[src/rtl/xrv_bitscan_pkg.sv]
// Shared types and constants for the sequential bit-scan iterator.
package xrv_bitscan_pkg;

  typedef enum logic {
    SCAN_IDLE,
    SCAN_ACTIVE
  } scan_state_e;

  localparam logic SCAN_LSB_FIRST = 1'b0;
  localparam logic SCAN_MSB_FIRST = 1'b1;

endpackage

[src/rtl/xrv_ff_one_rr.sv]
// Round-robin find-first-one: first set bit at or after start in scan direction, wrapping.
// Purely combinational; no handshake.
module xrv_ff_one_rr
  import xrv_bitscan_pkg::*;
#(
  parameter int DATA_WIDTH_P = 32,
  parameter int IDX_W_P      = $clog2(DATA_WIDTH_P)
) (
  input  logic [DATA_WIDTH_P-1:0] in_i,
  input  logic [IDX_W_P-1:0]      start_i,
  input  logic                    msb_first_i,
  output logic [IDX_W_P-1:0]      idx_o,
  output logic                    no_ones_o,
  output logic                    one_hot_count_is_one_o
);

  localparam logic [IDX_W_P-1:0] LAST_IDX  = IDX_W_P'(DATA_WIDTH_P - 1);
  localparam logic [IDX_W_P:0]   WIDTH_EXT = (IDX_W_P + 1)'(DATA_WIDTH_P);

  logic                    start_oor;
  logic [DATA_WIDTH_P-1:0] vec;
  logic [IDX_W_P-1:0]      st;
  logic [DATA_WIDTH_P-1:0] hi_mask;
  logic [DATA_WIDTH_P-1:0] hi_vec;
  logic [DATA_WIDTH_P-1:0] lo_vec;
  logic [DATA_WIDTH_P-1:0] sel_vec;
  logic [IDX_W_P-1:0]      pos;

  // Descending scans run the same ascending search on the bit-reversed vector;
  // an out-of-range start maps to reversed position 0 (original W-1) either way.
  always_comb begin
    start_oor = ({1'b0, start_i} >= WIDTH_EXT);
    vec       = in_i;
    st        = start_oor ? '0 : start_i;
    if (msb_first_i == SCAN_MSB_FIRST) begin
      for (int i = 0; i < DATA_WIDTH_P; i++) begin
        vec[i] = in_i[DATA_WIDTH_P-1-i];
      end
      st = start_oor ? '0 : (LAST_IDX - start_i);
    end

    hi_mask = {DATA_WIDTH_P{1'b1}} << st;
    hi_vec  = vec & hi_mask;
    lo_vec  = vec & ~hi_mask;
    sel_vec = (hi_vec != '0) ? hi_vec : lo_vec;

    pos = '0;
    for (int i = DATA_WIDTH_P - 1; i >= 0; i--) begin
      if (sel_vec[i]) begin
        pos = IDX_W_P'(i);
      end
    end

    idx_o = (msb_first_i == SCAN_MSB_FIRST) ? (LAST_IDX - pos) : pos;
  end

  assign no_ones_o              = (in_i == '0);
  assign one_hot_count_is_one_o = (in_i != '0) && ((in_i & (in_i - 1'b1)) == '0);

endmodule

[src/rtl/xrv_bit_scan_iter.sv]
// Accepts a vector, then streams the index of every set bit one per cycle (first index 1 cycle after accept).
// Output holds under !out_ready_i; input is accepted only in IDLE; flush_i aborts synchronously.
module xrv_bit_scan_iter
  import xrv_bitscan_pkg::*;
#(
  parameter int DATA_WIDTH_P = 32,
  parameter int IDX_W_P      = $clog2(DATA_WIDTH_P)
) (
  input  logic                    clk_i,
  input  logic                    rst_ni,
  input  logic                    in_valid_i,
  output logic                    in_ready_o,
  input  logic [DATA_WIDTH_P-1:0] in_data_i,
  input  logic                    in_msb_first_i,
  input  logic [IDX_W_P-1:0]      in_start_i,
  input  logic                    flush_i,
  output logic                    out_valid_o,
  input  logic                    out_ready_i,
  output logic [IDX_W_P-1:0]      out_idx_o,
  output logic                    out_last_o,
  output logic                    empty_o,
  output logic                    busy_o
);

  localparam logic [DATA_WIDTH_P-1:0] ONE_BIT = DATA_WIDTH_P'(1);

  scan_state_e             state_q, state_d;
  logic [DATA_WIDTH_P-1:0] pending_q, pending_d;
  logic                    dir_q, dir_d;
  logic [IDX_W_P-1:0]      start_q, start_d;
  logic                    empty_q, empty_d;

  logic [IDX_W_P-1:0]      ff_idx;
  logic                    ff_no_ones;
  logic                    ff_last;

  xrv_ff_one_rr #(
    .DATA_WIDTH_P (DATA_WIDTH_P),
    .IDX_W_P      (IDX_W_P)
  ) u_ff_one_rr (
    .in_i                   (pending_q),
    .start_i                (start_q),
    .msb_first_i            (dir_q),
    .idx_o                  (ff_idx),
    .no_ones_o              (ff_no_ones),
    .one_hot_count_is_one_o (ff_last)
  );

  always_comb begin
    state_d   = state_q;
    pending_d = pending_q;
    dir_d     = dir_q;
    start_d   = start_q;
    empty_d   = 1'b0;

    if (flush_i) begin
      state_d   = SCAN_IDLE;
      pending_d = '0;
    end else begin
      unique case (state_q)
        SCAN_IDLE: begin
          if (in_valid_i) begin
            if (in_data_i == '0) begin
              empty_d = 1'b1;
            end else begin
              pending_d = in_data_i;
              dir_d     = in_msb_first_i;
              start_d   = in_start_i;
              state_d   = SCAN_ACTIVE;
            end
          end
        end
        SCAN_ACTIVE: begin
          if (ff_no_ones) begin
            state_d = SCAN_IDLE;
          end else if (out_ready_i) begin
            pending_d = pending_q & ~(ONE_BIT << ff_idx);
            if (ff_last) begin
              state_d = SCAN_IDLE;
            end
          end
        end
        default: state_d = SCAN_IDLE;
      endcase
    end
  end

  always_ff @(posedge clk_i or negedge rst_ni) begin
    if (!rst_ni) begin
      state_q   <= SCAN_IDLE;
      pending_q <= '0;
      dir_q     <= SCAN_LSB_FIRST;
      start_q   <= '0;
      empty_q   <= 1'b0;
    end else begin
      state_q   <= state_d;
      pending_q <= pending_d;
      dir_q     <= dir_d;
      start_q   <= start_d;
      empty_q   <= empty_d;
    end
  end

  assign busy_o      = (state_q == SCAN_ACTIVE);
  assign in_ready_o  = (state_q == SCAN_IDLE);
  assign out_valid_o = busy_o;
  assign out_idx_o   = busy_o ? ff_idx : '0;
  assign out_last_o  = busy_o & ff_last;
  assign empty_o     = empty_q;

endmodule
[config.mk]
export PLATFORM = sky130hd
export DESIGN_NAME = xrv_bit_scan_iter
export DESIGN_NICKNAME = d
export VERILOG_FILES = /design/src/rtl/xrv_bitscan_pkg.sv /design/src/rtl/xrv_ff_one_rr.sv /design/src/rtl/xrv_bit_scan_iter.sv
export SDC_FILE = /design/constraint.sdc
export NUM_CORES = 1
export LEC_CHECK = 0
export CELL_PAD_IN_SITES_DETAIL_PLACEMENT = 0
export CELL_PAD_IN_SITES_GLOBAL_PLACEMENT = 1
export CORE_MARGIN = 5
export CORE_UTILIZATION = 43
export CTS_CLUSTER_SIZE = 14
export DETAILED_ROUTE_END_ITERATION = 12
export PLACE_DENSITY = 0.81
export SYNTH_ARGS = -nofsm -noshare
export SYNTH_HDL_FRONTEND = slang
export SYNTH_SLANG_ARGS = --single-unit
[constraint.sdc]
create_clock -name clk_i -period 4.92 [get_ports clk_i]
set_input_delay 0.984 -clock clk_i [delete_from_list [all_inputs] [get_ports clk_i]]
set_output_delay 0.984 -clock clk_i [all_outputs]
set_load 0.1 [all_outputs]
==> results.md, run 1 <==
* Final Wtd Congestion at slightly below 1
* Outcome: finished with violations
* Buffer cell driving the clock tree root: sky130_fd_sc_hd__clkbuf_16
* Switching power total at 0.001829 W
* Dpl cells at a little over 900
* Site row count at 39
* Remaining antenna violation count at 0
* Proportion of netlist area held by the largest area contributor at 19.55%
* Maximum number of pins on one net before global-route repair at 42
* Worst slew margin at between 30 and 40%
* Sw Share at 50.63%
* Final setup violation count at 5
* Post-synthesis cell count at roughly 680
* Worst-case register-to-register setup slack at 0.15 ns
* First DRT Iteration DRCs at 790
* Post-synthesis area per instance at 7.585 um^2
* Count of port buffers added during placement at 52
* Unrepaired setup endpoints after global routing: yes
* Initial cell density of the core at 44.27%
* Vias per Instance at around 6.8
* Final-layout fill cell count at 1039
* CTS buffer count at 5
* Total number of nets in the final design at 859
* Number of warnings reported in the yosys synthesis log at 0
* Worst min path class: reg2reg
* Clock-pin slew on the worst setup and hold paths at 0.06 ns
* Max Cap Violations at 0
* Post-synth net total at 718
* Violations in the final reports: negative setup slack
* Half-perimeter wire length of the detailed placement result at 17.88 mm
* Unique cell type count in the Yosys netlist at 86
* Endpoint of the worst hold-timing path: start_q[1]
* Number of hold-slack violations in the final timing report at 0
* Number of flops mapped to enable cells by yosys at 0
* Power share of the combinational group at 78.9%
* Worst skew pair latency at 0.29 ns
* Placed instance area at between 6000 and 7000 um^2
* Cell internal pwr at roughly 0.0018 W
* Max Fclk at 197.3 MHz
* Ordered list of cells on the worst path: buf_8, or3b_4, o32a_1, nor2b_4, a2111o_1, or4_4, nor3_4, buf_6, buf_4, nor2_1, o221a_4, o2111ai_4, o211ai_4, xnor2_2, nor2_4, buf_12
* H-tree levels at 2
* Boundary pin count at 53
* Combined global-route utilization of all metal layers at 31.70%
* Proportion of power drawn by flip-flops and latches at 11.9%
* Clock Skews at just over 0.008 ns
* Endpoint of the lowest-slack register-to-register path: pending_q[31]
* Arrival time of data at the critical path endpoint at 4.08 ns
* Number of global-route vias before repair at between 6000 and 7000
* Die outline width at 119.1 um
* Layout Cell Area excl Fill at 7282 um^2
* Transition time at the pin with the least slew margin at 0.9895 ns
* Required time at the endpoint of the critical path at 3.94 ns
* Final cell count without fillers at 960
* Cell area after synthesis at approximately 5100 um^2
* Leading register cell type out of synthesis: sky130_fd_sc_hd__dfrtp_1
* Pre-Repair DR Iteration Count at 7
* TritonCTS Sinks at 40
* Leading area contributor after synthesis: sky130_fd_sc_hd__dfrtp_1
* Via count at 6482
* Final Routed Wirelength at 23.35 mm
* Hold Crit Depth at 1
* Die height at around 120 um
* Power after layout at 0.003613 W
* Post-synthesis register bit count at 40
* Min Tclk post-route at between 5 and 6 ns
* Startpoint of the tightest hold check path: start_q[1]
* Critical Path Stages at 16
* Synthesis-to-finish area growth at 42.23%
* Total leakage power at 2.910 nW
* Detailed-route DRC error count at 0
* CTS tree: yes
* DR WL/cell at 24.32 um
* Total area of multi-input combinational cells at slightly above 4000 um^2
* Antenna violations before repair at 0
* FFs w/ async S/R, synth at 100.0%
* Crit-path max FO at 7
* Worst path setup slack after routing at -0.1475 ns
* Final period utilization at 103.0%
* Gate family responsible for the most delay along the worst path: simple AND/OR/NAND/NOR gates
* Slowest-stage cell, CP: sky130_fd_sc_hd__or4_4
* Largest incremental delay on the critical path at 0.48 ns
* Share of synthesized area occupied by flip-flops and latches at between 10% and 20%
* Number of antenna repair diodes at 0
* Seq. cell area at slightly above 1000 um^2
* Clock group share of total power at 9.2%
* Proportion of layout cells with a drive suffix above 1 at 31.95%
* Count of final max-slew check failures at 0
* R2R Path Start: dir_q
* Total congestion overflow after global routing at 0
* Endpoint type of the worst setup path: output pin
* CP startpoint kind: flop
* Clock tree buffer depth at 2
* Die area at 14190 um^2
* Critical Setup Path Class: reg2out
* Worst Reg-to-Reg Cells at 17
* First-pass GRT wire length at between 30 and 40 mm
* Top post-synthesis cells by area: sky130_fd_sc_hd__dfrtp_1, sky130_fd_sc_hd__a32o_1, sky130_fd_sc_hd__nand3_1, sky130_fd_sc_hd__mux2i_1, sky130_fd_sc_hd__nor2_1
* Worst vdd ir at between 400 and 500 uV
* Number of hold buffers added after cts at 0
* Area of the core at 11560 um^2
* Bufs and invs on worst path at 4
* Total power density per cell area at 496.1 nW/um^2
==> registers in the layout, indices dropped and copies added (netlist names) <==
signal	cells
busy_o	1
start_q	5
empty_o	1
pending_q	32
dir_q	1
==> final cells by class <==
type                       count  share of cell area [%]
multi-input combinational    559                   56.79
timing repair buffer         195                   24.02
tap                          143                   2.457
clock buffer                   6                   1.907
inverter                      15                  0.7732
sequential                    40                   13.85
clock inverter                 2                  0.2062
==> cells in the mapped netlist, types with 6 or more instances <==
cell,n
sky130_fd_sc_hd__nor2_1,61
sky130_fd_sc_hd__nand3_1,50
sky130_fd_sc_hd__nand2_1,46
sky130_fd_sc_hd__a21oi_1,45
sky130_fd_sc_hd__dfrtp_1,40
sky130_fd_sc_hd__a32o_1,33
sky130_fd_sc_hd__o21ai_0,31
sky130_fd_sc_hd__mux2i_1,24
sky130_fd_sc_hd__clkbuf_1,23
sky130_fd_sc_hd__buf_2,21
sky130_fd_sc_hd__nor3_1,15
sky130_fd_sc_hd__inv_1,14
sky130_fd_sc_hd__mux2_2,14
sky130_fd_sc_hd__nand2b_1,13
sky130_fd_sc_hd__nor2b_1,13
sky130_fd_sc_hd__nor4_1,13
sky130_fd_sc_hd__nand4_1,12
sky130_fd_sc_hd__o22ai_1,11
sky130_fd_sc_hd__a211oi_1,9
sky130_fd_sc_hd__a21boi_0,9
sky130_fd_sc_hd__a31oi_1,9
sky130_fd_sc_hd__and3_1,9
sky130_fd_sc_hd__buf_4,8
sky130_fd_sc_hd__or3_1,8
sky130_fd_sc_hd__o2111ai_1,7
sky130_fd_sc_hd__a211o_1,6
sky130_fd_sc_hd__a21o_1,6
sky130_fd_sc_hd__or2_2,6
==> worst register-to-register path: stages, from the launching register on <==
cell,delay [ns]
sky130_fd_sc_hd__dfrtp_4,0.43
sky130_fd_sc_hd__buf_6,0.15
sky130_fd_sc_hd__mux2_2,0.35
sky130_fd_sc_hd__or3b_1,0.17
sky130_fd_sc_hd__o221ai_1,0.14
sky130_fd_sc_hd__or4_4,0.49
sky130_fd_sc_hd__or3_4,0.40
sky130_fd_sc_hd__or4_4,0.57
sky130_fd_sc_hd__o2111ai_4,0.11
sky130_fd_sc_hd__o221a_4,0.25
sky130_fd_sc_hd__o2111ai_4,0.15
sky130_fd_sc_hd__o211ai_4,0.13
sky130_fd_sc_hd__buf_4,0.15
sky130_fd_sc_hd__buf_4,0.09
sky130_fd_sc_hd__buf_4,0.16
sky130_fd_sc_hd__mux2i_1,0.49
sky130_fd_sc_hd__nand3_1,0.14
sky130_fd_sc_hd__a32o_1,0.29
==> cell usage in the layout, fill, tap and decap left out, types with 9 or more instances in the layout <==
cell / synthesis / routed
sky130_fd_sc_hd__a32o_1: 33 / 33
sky130_fd_sc_hd__mux2i_1: 24 / 21
sky130_fd_sc_hd__nor2_1: 61 / 50
sky130_fd_sc_hd__dfrtp_1: 40 / 36
sky130_fd_sc_hd__buf_12: 0 / 9
sky130_fd_sc_hd__nand2_1: 46 / 43
sky130_fd_sc_hd__a21oi_1: 45 / 41
sky130_fd_sc_hd__o21ai_0: 31 / 29
sky130_fd_sc_hd__nor2b_1: 13 / 11
sky130_fd_sc_hd__a21boi_0: 9 / 9
sky130_fd_sc_hd__and3_1: 9 / 9
sky130_fd_sc_hd__inv_1: 14 / 14
sky130_fd_sc_hd__nor3_1: 15 / 13
sky130_fd_sc_hd__buf_4: 8 / 130
sky130_fd_sc_hd__nand3_1: 50 / 50
sky130_fd_sc_hd__nand2b_1: 13 / 13
sky130_fd_sc_hd__nand4_1: 12 / 12
sky130_fd_sc_hd__clkdlybuf4s50_1: 0 / 45
sky130_fd_sc_hd__nor4_1: 13 / 11
sky130_fd_sc_hd__o22ai_1: 11 / 10
sky130_fd_sc_hd__mux2_2: 14 / 14
==> stage by stage <==
| step | util [%] | hold WS, ns | setup TNS [ns] | setup WS (ns) |
|---|---|---|---|---|
| CTS | 60.00 | 0.5977 | -0.5952 | -0.1552 |
| global placement | 55.58 | 0.5596 | 0 | 0.007645 |
| detailed placement | 55.58 | 0.5841 | -0.08585 | -0.08585 |
| floorplan | - | 0.5485 | -0.3492 | -0.3492 |
| finish | 62.97 | 0.6009 | -0.4345 | -0.1475 |
| global route | 62.97 | 0.6160 | -1.216 | -0.3009 |
==> kinds of logic after synthesis <==
| logic type | share of synthesized area [%] |
|---|---|
| AOI/OAI and AO/OA | 35.26 |
| xor gates and xnor gates | 0.8553 |
| adders and majority gates | 0.9776 |
| buffers and inverters | 7.282 |
| DFF | 19.55 |
| muxes | 7.771 |
| and+or+nand+nor | 28.30 |
==> timing repair <==
action | 4_1_cts | 5_1_grt
endpoints found under the setup margin | 6 | 9
hold endpoints to repair | 0 | 0
pin swaps | 16 | 25
setup buffers | 19 | 17
resized for setup | 42 | 40
cloned | 0 | 1
==> layer usage <==
metal / track usage [%] / wire length, um / up-vias / part of all wire [%]
met4: 13.18 / 915 / 0 / 3.9
met1: 40.04 / 9218 / 3112 / 39
met2: 54.50 / 11370 / 401 / 49
li1: - / - / 2913 / -
met5: 0 / 0 / - / 0
met3: 4.076 / 1838 / 56 / 7.9
==> power groups by stage <==
stage          sequential (W)  clock (W)  combinational (W)
2_1_floorplan        0.000404          0            0.00155
3_3_place_gp         0.000442          0            0.00233
3_5_place_dp         0.000445          0            0.00235
4_1_cts              0.000425   0.000337            0.00259
5_1_grt              0.000432   0.000350            0.00299
6_report             0.000430   0.000334            0.00285
==> how the worst max path moves through the flow <==
| stage | from | to | slack [ns] |
|---|---|---|---|
| CTS | start_q[3] | out_idx_o[1] | -0.16 |
| global route | start_q[3] | out_idx_o[0] | -0.30 |
| finish | start_q[3] | out_idx_o[0] | -0.15 |
| global placement | dir_q | out_idx_o[4] | 0.008 |
| floorplan | start_q[3] | out_idx_o[1] | -0.35 |
| detailed placement | dir_q | out_idx_o[4] | -0.09 |
Note: power is estimated with default switching activity, not from simulation.
==> inputs of run 2 (changes only) <==
Settings changed: CORE_MARGIN 5 to unset.
==> results.md, run 2 (same netlist as run 1, synthesis figures left out) <==
* Outcome: finished with violations
* Violations in the final reports: negative setup slack
* R2R Path Start: start_q[2]
* Final cell count without fillers at 935
* Final period utilization at 103.9%
* Total number of nets in the final design at around 830
* Bufs and invs on worst path at 2
* Unrepaired setup endpoints after global routing: yes
* Synthesis-to-finish area growth at 37.19%
* Max Fclk at roughly 200 MHz
* Clock-pin slew on the worst setup and hold paths at 0.06 ns
* Number of antenna repair diodes at 0
* Crit-path max FO at 6
* Worst vdd ir at 456.4 uV
* Min Tclk post-route at between 5 and 6 ns
* Required time at the endpoint of the critical path at roughly 3.9 ns
* Clock tree buffer depth at 2
* TritonCTS Sinks at 40
* Total power density per cell area at 490.8 nW/um^2
* Worst slew margin at around 34%
* Number of global-route vias before repair at 6233
* Count of final max-slew check failures at 0
* Via count at about 6300
* Slowest-stage cell, CP: sky130_fd_sc_hd__or4_4
* Number of hold buffers added after cts at 0
* Final Routed Wirelength at 22.01 mm
* Clock Skews at 0.006361 ns
* Gate family responsible for the most delay along the worst path: simple AND/OR/NAND/NOR gates
* Number of hold-slack violations in the final timing report at 0
* First-pass GRT wire length at 34.66 mm
* Layout Cell Area excl Fill at 7024 um^2
* Number of flip-flops under the largest register name at 32
* Register name with the most flops: pending_q
* CTS tree: yes
* Die area at around 12000 um^2
* Site row count at 39
* Count of port buffers added during placement at 52
* Buffer cell driving the clock tree root: sky130_fd_sc_hd__clkbuf_16
* Area of the core at between 10000 and 15000 um^2
* Final Wtd Congestion at ~0.94
* Dpl cells at 907
* Commonest non-fill, non-tap cell in the layout: sky130_fd_sc_hd__buf_4
* CTS buffer count at 5
* Transition time at the pin with the least slew margin at 0.9897 ns
* Initial cell density of the core at 44.46%
* Leading registers by flop count: pending_q (32), start_q (5)
* Detailed-route DRC error count at 0
* Die height at 111.1 um
* Endpoint type of the worst setup path: output pin
* Die outline width at 111.1 um
* Worst min path class: reg2reg
* Maximum number of pins on one net before global-route repair at 43
* Final setup violation count at 5
* Boundary pin count at between 50 and 60
* Half-perimeter wire length of the detailed placement result at 16.92 mm
* Arrival time of data at the critical path endpoint at about 4.1 ns
* Worst skew pair latency at 0.29 ns
* Placed instance area at about 6400 um^2
* Critical Setup Path Class: reg2out
* DR WL/cell at 23.54 um
* Worst path setup slack after routing at -0.1935 ns
* H-tree levels at 2
* Vias per Instance at 6.747
* Proportion of layout cells with a drive suffix above 1 at 28.28%
* Antenna violations before repair at 0
* CP startpoint kind: flop
* Commonest cells after routing, fill and taps aside: sky130_fd_sc_hd__buf_4, sky130_fd_sc_hd__nor2_1, sky130_fd_sc_hd__nand3_1
* Total leakage power at 2.786 nW
* Total congestion overflow after global routing at 0
* Startpoint of the tightest hold check path: pending_q[22]
* Worst hold slack at approximately 0.64 ns
* Max Cap Violations at 0
* Combined global-route utilization of all metal layers at 36.00%
* Setup crit start: start_q[2]
* Remaining antenna violation count at 0
* Ordered list of cells on the worst path: buf_6, o21a_1, o2111ai_2, o2111ai_2, or4_4, or3_4, or4_4, o211a_4, nor2b_1, a21boi_2, o21a_4, nor2_1, nor2_2, buf_12
* Largest incremental delay on the critical path at 0.60 ns
* First DRT Iteration DRCs at 618
* Pre-Repair DR Iteration Count at 5
* Post-layout util at 61.00%
[run 2: cell types whose count changed in the layout (fill, tap and decap cells not counted), sizes merged]
cell,before,now
clkinvlp,2,1
clkbuf,7,5
buf,149,125
clkinv,1,2
bufinv,0,1
[run 2: cell type report]
class | count | area, um^2
multi-input cells | 559 | 4050
inverters | 15 | 56.30
clock buffers | 5 | 125.1
repair buffers | 170 | 1562
clock inverters | 3 | 42.54
well taps | 143 | 178.9
fillers | 1026 | 4492
flip-flops and latches | 40 | 1010
[run 2: layer usage]
metal  routed length, um  vias up  track usage (%)
met1                8754     3040            44.05
met5                   0        -                0
li1                    -     2867                -
met4                1086        0            18.65
met3                1642       64            5.796
met2               10520      337            60.92
[run 2: worst paths after layout]
path	cells after the start	slack (ns)	endpoint
setup / recovery	14	-0.19	out_idx_o[2]
hold / removal	1	0.64	pending_q[22]
setup reg to reg	16	0.22	pending_q[27]
hold reg to reg	1	0.64	pending_q[22]
max in group asynchronous	1	3.45	dir_q
min in group asynchronous	1	0.82	pending_q[13]
[run 2: repair_timing]
| action | CTS | global route |
|---|---|---|
| hold endpoints to repair | 0 | 0 |
| pin swaps | 9 | 9 |
| cloned | 1 | 0 |
| endpoints found under the setup margin | 6 | 11 |
| gates resized for setup | 40 | 26 |
| buffers inserted | 13 | 6 |
[run 2: report_power, final]
part / switching (W) / internal [W] / total, W
combinational: 0.00154 / 0.00109 / 0.00263
sequential: 0.0000797 / 0.000367 / 0.000447
clock: 0.000136 / 0.000238 / 0.000374
total: 0.00175 / 0.00169 / 0.00345
[run 2: through the flow]
stage	setup TNS (ns)	total power (W)	setup slack, ns
after floorplan	-0.3492	0.001950	-0.3492
after global placement	-0.04285	0.002730	-0.02930
after detailed placement	-0.02486	0.002742	-0.02486
after CTS	-0.5682	0.003292	-0.1647
after global routing	-1.333	0.003625	-0.3056
final	-0.7570	0.003448	-0.1935
[run 2: worst reg2reg max path, stage by stage (launching register included)]
cell	delay [ns]
sky130_fd_sc_hd__dfrtp_2	0.47
sky130_fd_sc_hd__buf_6	0.15
sky130_fd_sc_hd__o21a_1	0.18
sky130_fd_sc_hd__o2111ai_2	0.21
sky130_fd_sc_hd__o2111ai_2	0.15
sky130_fd_sc_hd__or4_4	0.60
sky130_fd_sc_hd__or3_4	0.47
sky130_fd_sc_hd__or4_1	0.50
sky130_fd_sc_hd__o2111ai_2	0.13
sky130_fd_sc_hd__o221a_4	0.25
sky130_fd_sc_hd__o2111ai_4	0.15
sky130_fd_sc_hd__o211ai_4	0.13
sky130_fd_sc_hd__buf_4	0.14
sky130_fd_sc_hd__buf_4	0.16
sky130_fd_sc_hd__mux2i_1	0.46
sky130_fd_sc_hd__nand3_1	0.14
sky130_fd_sc_hd__a32o_1	0.29
